$ cat src/rtl/core_inst_seq_if.sv
// Handshake and instruction-bus bundle between the kij-pass sequencer and the core/testbench.
// master = sequencer side, slave = the side that starts passes and consumes the instruction bus.
interface core_inst_seq_if;
  logic        start;
  logic [10:0] pmem_base;
  logic        ofifo_valid;
  logic [33:0] inst;
  logic        busy;
  logic        done;

  modport master (
    input  start, pmem_base, ofifo_valid,
    output inst, busy, done
  );

  modport slave (
    output start, pmem_base, ofifo_valid,
    input  inst, busy, done
  );
endinterface

$ cat src/rtl/core_inst_seq.sv
// Instruction sequencer for one kij pass: weight fetch/load, activation fetch/execute, OFIFO drain.
// Every state word is registered so inst changes exactly on the edge that enters or advances a state.
module core_inst_seq #(
  parameter int          col     = 8,
  parameter int          row     = 8,
  parameter int          len_nij = 64,
  parameter int          gap     = 10,
  parameter logic [10:0] w_base  = 11'h400,
  parameter logic [10:0] x_base  = 11'h000
) (
  input logic             clk,
  input logic             reset,
  core_inst_seq_if.master bus
);

  localparam logic [33:0] IDLE_WORD = 34'h1800C0000;

  // Declaration order is the pass order; linear states advance by +1 when cnt expires.
  typedef enum logic [3:0] {
    S_IDLE, S_W_RD, S_W_TAIL, S_LD_PRE, S_LD, S_GAP1, S_X_RD, S_X_TAIL,
    S_EX_PRE, S_EX, S_GAP2, S_WAIT, S_OF_PRE, S_OF_WR, S_DONE
  } state_t;

  // row only describes the array; it is range-checked alongside the counted parameters.
  if (row < 1 || col < 1 || len_nij < 1 || gap < 1) begin : g_bad_param
    $error("core_inst_seq: row, col, len_nij and gap must all be >= 1");
  end

  state_t      state, nxt_state;
  logic [15:0] cnt;
  logic [10:0] addr, nxt_addr, pmem_q;
  logic [33:0] inst_q;
  logic        busy_q, done_q;
  logic        entering;

  // Value loaded into cnt on state entry: the state's cycle count minus one.
  function automatic logic [15:0] span_of(input state_t s);
    case (s)
      S_W_RD:         return 16'(col - 1);
      S_LD:           return 16'(2 * col - 1);
      S_GAP1, S_GAP2: return 16'(gap - 1);
      S_X_RD:         return 16'(len_nij - 1);
      S_EX, S_OF_WR:  return 16'(len_nij);
      default:        return 16'd0;
    endcase
  endfunction

  function automatic logic [33:0] word_of(input state_t s, input logic [10:0] a);
    logic [33:0] w;
    w = IDLE_WORD;
    case (s)
      S_W_RD, S_X_RD: begin
        w[19]   = 1'b0;
        w[17:7] = a;
        w[2]    = 1'b1;
      end
      S_W_TAIL, S_X_TAIL: w[2] = 1'b1;
      S_LD_PRE, S_EX_PRE: w[3] = 1'b1;
      S_LD: begin
        w[3] = 1'b1;
        w[0] = 1'b1;
      end
      S_EX: begin
        w[3] = 1'b1;
        w[1] = 1'b1;
      end
      S_OF_PRE: w[6] = 1'b1;
      S_OF_WR: begin
        w[6]     = 1'b1;
        w[32]    = 1'b0;
        w[31]    = 1'b0;
        w[30:20] = a;
      end
      default: ;
    endcase
    return w;
  endfunction

  always_comb begin
    nxt_state = state;
    case (state)
      S_IDLE:  if (bus.start) nxt_state = S_W_RD;
      S_WAIT:  if (bus.ofifo_valid) nxt_state = S_OF_PRE;
      S_DONE:  nxt_state = S_IDLE;
      default: if (cnt == 16'd0) nxt_state = state_t'(state + 4'd1);
    endcase
    entering = (nxt_state != state);
    // One shared address register serves XMEM reads and psum writes; it wraps at 11 bits.
    nxt_addr = addr + 11'd1;
    if (entering) begin
      case (nxt_state)
        S_W_RD:  nxt_addr = w_base;
        S_X_RD:  nxt_addr = x_base;
        S_OF_WR: nxt_addr = pmem_q;
        default: nxt_addr = '0;
      endcase
    end
  end

  always_ff @(posedge clk) begin
    if (!reset) begin
      state  <= S_IDLE;
      cnt    <= '0;
      addr   <= '0;
      inst_q <= IDLE_WORD;
      busy_q <= 1'b0;
      done_q <= 1'b0;
    end else begin
      state  <= nxt_state;
      addr   <= nxt_addr;
      cnt    <= entering ? span_of(nxt_state) : ((cnt == 16'd0) ? cnt : cnt - 16'd1);
      inst_q <= word_of(nxt_state, nxt_addr);
      busy_q <= (nxt_state != S_IDLE);
      done_q <= (nxt_state == S_DONE);
      if (state == S_IDLE && bus.start) pmem_q <= bus.pmem_base;
    end
  end

  assign bus.inst = inst_q;
  assign bus.busy = busy_q;
  assign bus.done = done_q;

endmodule

$ cat src/flat_wrapper.sv
// flat-port wrapper written by rule: the top's interface ports become plain ports
module core_inst_seq_flat 
#(
  parameter int          col     = 8,
  parameter int          row     = 8,
  parameter int          len_nij = 64,
  parameter int          gap     = 10,
  parameter logic [10:0] w_base  = 11'h400,
  parameter logic [10:0] x_base  = 11'h000
)
  (clk, reset, bus_start, bus_pmem_base, bus_ofifo_valid, bus_inst, bus_busy, bus_done);
  core_inst_seq_if bus_i ();
  input logic clk;
  input logic reset;
  input wire logic [$bits(bus_i.start)-1:0] bus_start;
  input wire logic [$bits(bus_i.pmem_base)-1:0] bus_pmem_base;
  input wire logic [$bits(bus_i.ofifo_valid)-1:0] bus_ofifo_valid;
  output wire logic [$bits(bus_i.inst)-1:0] bus_inst;
  output wire logic [$bits(bus_i.busy)-1:0] bus_busy;
  output wire logic [$bits(bus_i.done)-1:0] bus_done;
  assign bus_i.start = bus_start;
  assign bus_i.pmem_base = bus_pmem_base;
  assign bus_i.ofifo_valid = bus_ofifo_valid;
  assign bus_inst = bus_i.inst;
  assign bus_busy = bus_i.busy;
  assign bus_done = bus_i.done;
  core_inst_seq #(.col(col), .row(row), .len_nij(len_nij), .gap(gap), .w_base(w_base), .x_base(x_base)) u_core (.clk(clk), .reset(reset), .bus(bus_i));
endmodule
$ cat config.mk
export PLATFORM = sky130hd
export DESIGN_NAME = core_inst_seq_flat
export DESIGN_NICKNAME = d
export VERILOG_FILES = /design/src/rtl/core_inst_seq_if.sv /design/src/rtl/core_inst_seq.sv /design/src/flat_wrapper.sv
export SDC_FILE = /design/constraint.sdc
export NUM_CORES = 1
export LEC_CHECK = 0
export ABC_AREA = 0
export BUFFER_PORTS_ARGS = -buffer_cell sky130_fd_sc_hd__buf_2
export CAP_MARGIN = 10
export CORE_MARGIN = 2
export CORE_UTILIZATION = 55
export DETAILED_ROUTE_END_ITERATION = 10
export PLACE_DENSITY_LB_ADDON = 0.1
export SYNTH_ARGS = -nofsm -noshare
export SYNTH_HDL_FRONTEND = slang
export SYNTH_SLANG_ARGS = --single-unit
$ cat constraint.sdc
create_clock -name clk -period 8.45 [get_ports clk]
set_clock_uncertainty 0.15 [all_clocks]
set_input_delay 0.4225 -clock clk [delete_from_list [all_inputs] [get_ports clk]]
set_output_delay 0.4225 -clock clk [all_outputs]
set_load 0.05 [all_outputs]
* Word-level counts from Yosys, hierarchy flattened
Cells that the tools add are included.
** Storage, ports and cells
- Register bits after elaboration :: 78
- Output and inout port bits :: 36
- Logic and storage cells :: 59
** Operators by class
- Add/subtract/negate cells :: 3
- Eq/ne operators :: 17
- Muxes and demuxes :: 16
- Reductions and logical operators :: 13
** Operator list (count)
- case mux 7 bit (5 select lines) :: 1
- == test 4 bit, second input constant :: 8
- two-way mux 16 bit :: 2
- case mux 11 bit (2 select lines) :: 1
- == test 4 x 3 -> 1 bit, second input constant :: 4
- zero test 16 bit :: 1
- subtractor 16 x 1 -> 16 bit, second input constant :: 1
- two-way mux 13 bit :: 1
- two-way mux 4 bit :: 3
- case mux 4 bit (3 select lines) :: 1
- adder 11 x 1 -> 11 bit, second input constant :: 1
- two-way mux 11 bit :: 1
- == test 4 x 2 -> 1 bit, second input constant :: 2
- OR reduction 2 bit :: 4
- OR reduction 4 bit :: 2
- two-way mux 1 bit :: 6
- AND reduction 2 bit :: 3
- adder 4 x 1 -> 4 bit, second input constant :: 1
- == test 4 x 1 -> 1 bit, second input constant :: 1
- zero test 4 bit :: 1
- != test 4 bit :: 1
- nonzero test 4 bit :: 1
- != test 2 x 1 -> 1 bit, second input constant :: 1
- logical AND 1 bit :: 1

* Depth between registers and ports, before layout
- Depth after elaboration :: 7
- Mapped depth :: 11
- Gate-level depth less buffers :: 9

* Least setup slack after synthesis
Ideal clock, no wire load.
- Kind :: flip-flop to flip-flop
- Start :: reg u_core.state[1]
- End :: reg u_core.inst_q[16] (netlist: u_core.bus.inst[16])
- Library setup time :: 65 ps
- Data arrival time :: 2817 ps
- Required time :: 8235 ps
- Setup slack :: 5418 ps
- Cell stages (with the launch flop) :: 10
- Path buffers :: 1
- Clock period less this slack :: 3032 ps
- Cell sequence :: dfxtp_1 > ha_1 > or4b_2 > nor4_1 > mux2i_1 > a31o_2 > or3_1 > a21o_1 > buf_2 > nor2_1
** Between the ends
- Word-level cells in the longest chain between the ends :: 6
** Ends and longest elaborated chain
- start: declaration :: line core_inst_seq.sv:29 : state_t state, nxt_state;
- start signal: assignment :: line core_inst_seq.sv:109 : state <= nxt_state;
- adder 4 x 1 -> 4 bit :: line core_inst_seq.sv:85 : default: if (cnt == 16'd0) nxt_state = state_t'(state + 4'd1);
- two-way mux 4 bit :: line core_inst_seq.sv:85
- case mux 4 bit (3 select lines) :: line core_inst_seq.sv:81 : case (state)
- == test 4 bit, or another cell as far along :: line core_inst_seq.sv:91 : case (nxt_state)
- case mux 11 bit (2 select lines) / OR reduction 2 bit (equally long branches) :: line core_inst_seq.sv:91, core_inst_seq.sv:51
- two-way mux 11 bit / AND reduction 2 bit (equally long branches)
- end signal: assignment :: line core_inst_seq.sv:112 : inst_q <= word_of(nxt_state, nxt_addr);
- end: declaration :: line core_inst_seq.sv:32 : logic [33:0] inst_q;
Several ways; a longest one is shown, not always the timed one.
A chain may end at the register's enable or synchronous reset.

* Final worst setup path
- Start :: reg u_core.state[1]
- End :: reg u_core.addr[1]
** Between the ends
- Word-level cells in the longest chain between the ends :: 6
** Ends and longest elaborated chain
- adder 4 x 1 -> 4 bit :: line core_inst_seq.sv:85
- two-way mux 4 bit :: line core_inst_seq.sv:85
- case mux 4 bit (3 select lines) :: line core_inst_seq.sv:81
- == test 4 bit / == test 4 x 1 -> 1 bit (equally long branches) :: line core_inst_seq.sv:91
- case mux 11 bit (2 select lines) :: line core_inst_seq.sv:91
- two-way mux 11 bit (*) :: line core_inst_seq.sv:90 : if (entering) begin
- end signal: assignment :: line core_inst_seq.sv:110 : addr <= nxt_addr;
- end: declaration :: line core_inst_seq.sv:31 : logic [10:0] addr, nxt_addr, pmem_q;
Mark *: on every way between the ends. The rest lies on a longest branch, timed or not.

==> run_results.csv <==
group,metric,value,unit
status,outcome,"finished, final reports clean",
yosys,netlist_area,0.00306,mm2
worst_setup_path,rrSetupSlack,4.54,ns
final_layout,syn_to_final_growth,14.5,%
yosys,ys_seq_elements,73,
worst_hold_path,worstHoldPathType,"input port to register",
yosys,async_reset_ff_share,0,%
floorplan,initial_core_util,56.2,%
job,cap_violations,0,
floorplan,dieArea,0.00617,mm2
placed_design,gp_congestion,0.836,
timing,fin_crit,3.91,ns
power_and_ir_drop,power_density,328,mW/mm2
worst_setup_path,critPathCaptureType,"register",
global_routing,grt_pass1_wl,10.5,mm
route,totalWireLength,6.32,mm
worst_setup_path,crit_fanout,10,
floorplan,rows,27,
final_layout,drive_above_1_share,18.5,%
floorplan,fp.dieW,78.6,um
global_routing,grt_pass1_vias,2224,
route,routedWlPerCell,14.0,um
global_routing,grt.total_usage,22.2,%
route,top_layer,"met4",
placed_design,hpwl,4.28,mm
timing,drv_slew,0,
clock_tree,clock-root-buffer,"clkbuf_8",
timing,finalHoldViolCount,0,
worst_setup_path,cp.required,8.57,ns
worst_setup_path,critPathLaunch,"u_core.state[1]",
yosys,ys.flop_type,"dfxtp_1",
final_layout,final_nets,395,
global_routing,grt_max_degree,31,
floorplan,core_area,0.00544,mm2
timing,finalSetupViolations,0,
yosys,synth_edf_count,11,
worst_setup_path,crit_arrival,4.03,ns
route,dr_wl_met2,2.77,mm
yosys,yosysWarnings,0,
floorplan,fp.dieH,78.6,um
route,ant_nets,0,
timing,fmax,0.255,GHz
clock_tree,clk_pin_slew,0.07,ns
worst_setup_path,worstSetupStartpointType,"register",
clock_tree,clkSinkCount,73,
yosys,synth.top_cell.area_share,40.6,%
route,met3_length,417,um
route,dr.pass1.iters,5,
route,avgViaCountPerCell,5.47,
clock_tree,clk_latency,0.34,ns
yosys,yosysMostFrequentCell,"nor2_1",
worst_setup_path,r2r_start,"u_core.state[1]",
timing,period_share,46.3,%
route,drcViolationCount,0,
timing,relSlewSlack,25.6,%
clock_tree,holdBufCountCts,0,
placed_design,dp.cells,435,
global_routing,antenna_found_initial,0,
placed_design,io_buffers,46,
clock_tree,cts_buffer_depth,2,
power_and_ir_drop,vdd_drop_max,0.000194,V
final_layout,fin_cells,450,
final_layout,num_antenna_cells,0,
clock_tree,post_cts_buffers,0,
clock_tree,cts_tree,"yes",
yosys,syn_inst,334,
floorplan,io_pins,51,
timing,worstMarginPinSlew,1.12,ns
clock_tree,numCtsBuffers,9,
timing,grt_setup_unrepaired,"no",
yosys,synthTopCellsByCount,"74 x nor2_1, 62 x dfxtp_1, 19 x nand2_1, 13 x a31oi_1, 13 x xor2_1",
yosys,ys_types,51,
yosys,ys_seq_area_share,51.4,%
yosys,yosysTopAreaCell,"dfxtp_1",
power_and_ir_drop,p_leak,1.46,nW
route,initialDrtViolationCount,141,
clock_tree,cts.htree.levels,3,
clock_tree,cts_resized,0,
worst_hold_path,hold_start,"bus_pmem_base[9]",
global_routing,grt-ovfl-total,0,
yosys,ys_top_cells_by_area,"dfxtp_1 41%, edfxtp_1 11%, nor2_1 9.1%",
timing,tns,0,ns
yosys,synth_area_per_cell,9.16,um2
route,vias,2460,
worst_setup_path,critPathKind,"register to register",
route,m1WireLength,3.02,mm
-- layout make-up --
type,count,area [um2]
inverters,9,33.8
clock inverters,6,83.8
well taps,72,90.1
clock buffers,9,124
repair buffers,46,230
flip-flops and latches,73,1570
multi-input cells,235,1370
fillers,450,1940
-- metrics by stage --
step | total power [W] | hold WS, ns | util [%] | cell area (um2) | setup WS [ns]
after floorplan | 0.000789 | 0.301 | - | 3070 | 5.42
final | 0.00115 | 0.103 | 64.4 | 3500 | 4.54
after CTS | 0.00115 | 0.0910 | 64.4 | 3500 | 4.54
after global placement | 0.000861 | 0.318 | 60.6 | 3300 | 4.52
after global routing | 0.00123 | 0.0834 | 64.4 | 3500 | 4.03
after detailed placement | 0.000865 | 0.316 | 60.6 | 3300 | 4.58
-- sequential cells by signal (all words and copies together) (netlist names) --
register,cells
u_core.bus.inst,29
u_core.cnt,16
u_core.addr,11
u_core.pmem_q,11
u_core.state,4
u_core.bus.busy,1
u_core.bus.done,1
-- cells in the final DEF, fill, tap and decap left out, types with 10 or more instances in the layout --
master / Yosys / layout
dfxtp_1: 62 / 62
a31oi_1: 13 / 13
a21oi_1: 10 / 10
edfxtp_1: 11 / 11
nor2_1: 74 / 74
buf_2: 3 / 46
xor2_1: 13 / 13
nand2_1: 19 / 19
o21ai_0: 12 / 11
-- layer usage --
| layer | up-vias | GRT usage [%] |
|---|---|---|
| met5 | - | 0 |
| met4 | 0 | 10.5 |
| met3 | 12 | 5.17 |
| met2 | 104 | 31.7 |
| met1 | 1116 | 31.5 |
| li1 | 1228 | - |
-- critical path, stage by stage (launching register included) --
cell     delay (ns)
dfxtp_1        0.45
ha_1           0.36
or4b_2         0.61
nor4_1         0.35
mux2i_1        0.63
a31o_2         0.30
nor4b_4        0.56
a31oi_1        0.26
nor2_1         0.16
-- power by group --
| group | total, W | switching [W] | internal (W) |
|---|---|---|---|
| Combinational | 0.000418 | 0.000270 | 0.000147 |
| Sequential | 0.000444 | 0.0000408 | 0.000404 |
| Clock | 0.000287 | 0.000124 | 0.000163 |
| Total | 0.00115 | 0.000435 | 0.000714 |
-- logic make-up (layout without fill, tap and decap cells) --
group | Yosys count | after routing | synth area share [%]
muxes | 3 | 3 | 0.982
DFF | 73 | 73 | 51.4
and+or+nand+nor | 148 | 148 | 23.7
buffers and inverters | 28 | 70 | 4.21
AOI/OAI and AO/OA | 53 | 53 | 11.0
other | 2 | 4 | 0.245
adders and majority gates | 6 | 6 | 2.45
xor gates and xnor gates | 21 | 21 | 6.01
-- final timing paths --
path	end	depth (start not counted)
max reg2reg	u_core.addr[1]	8
min	u_core.pmem_q[9]	1
max	u_core.addr[1]	8
min reg2reg	u_core.cnt[8]	2
Power figures use the tool's default switching activity.
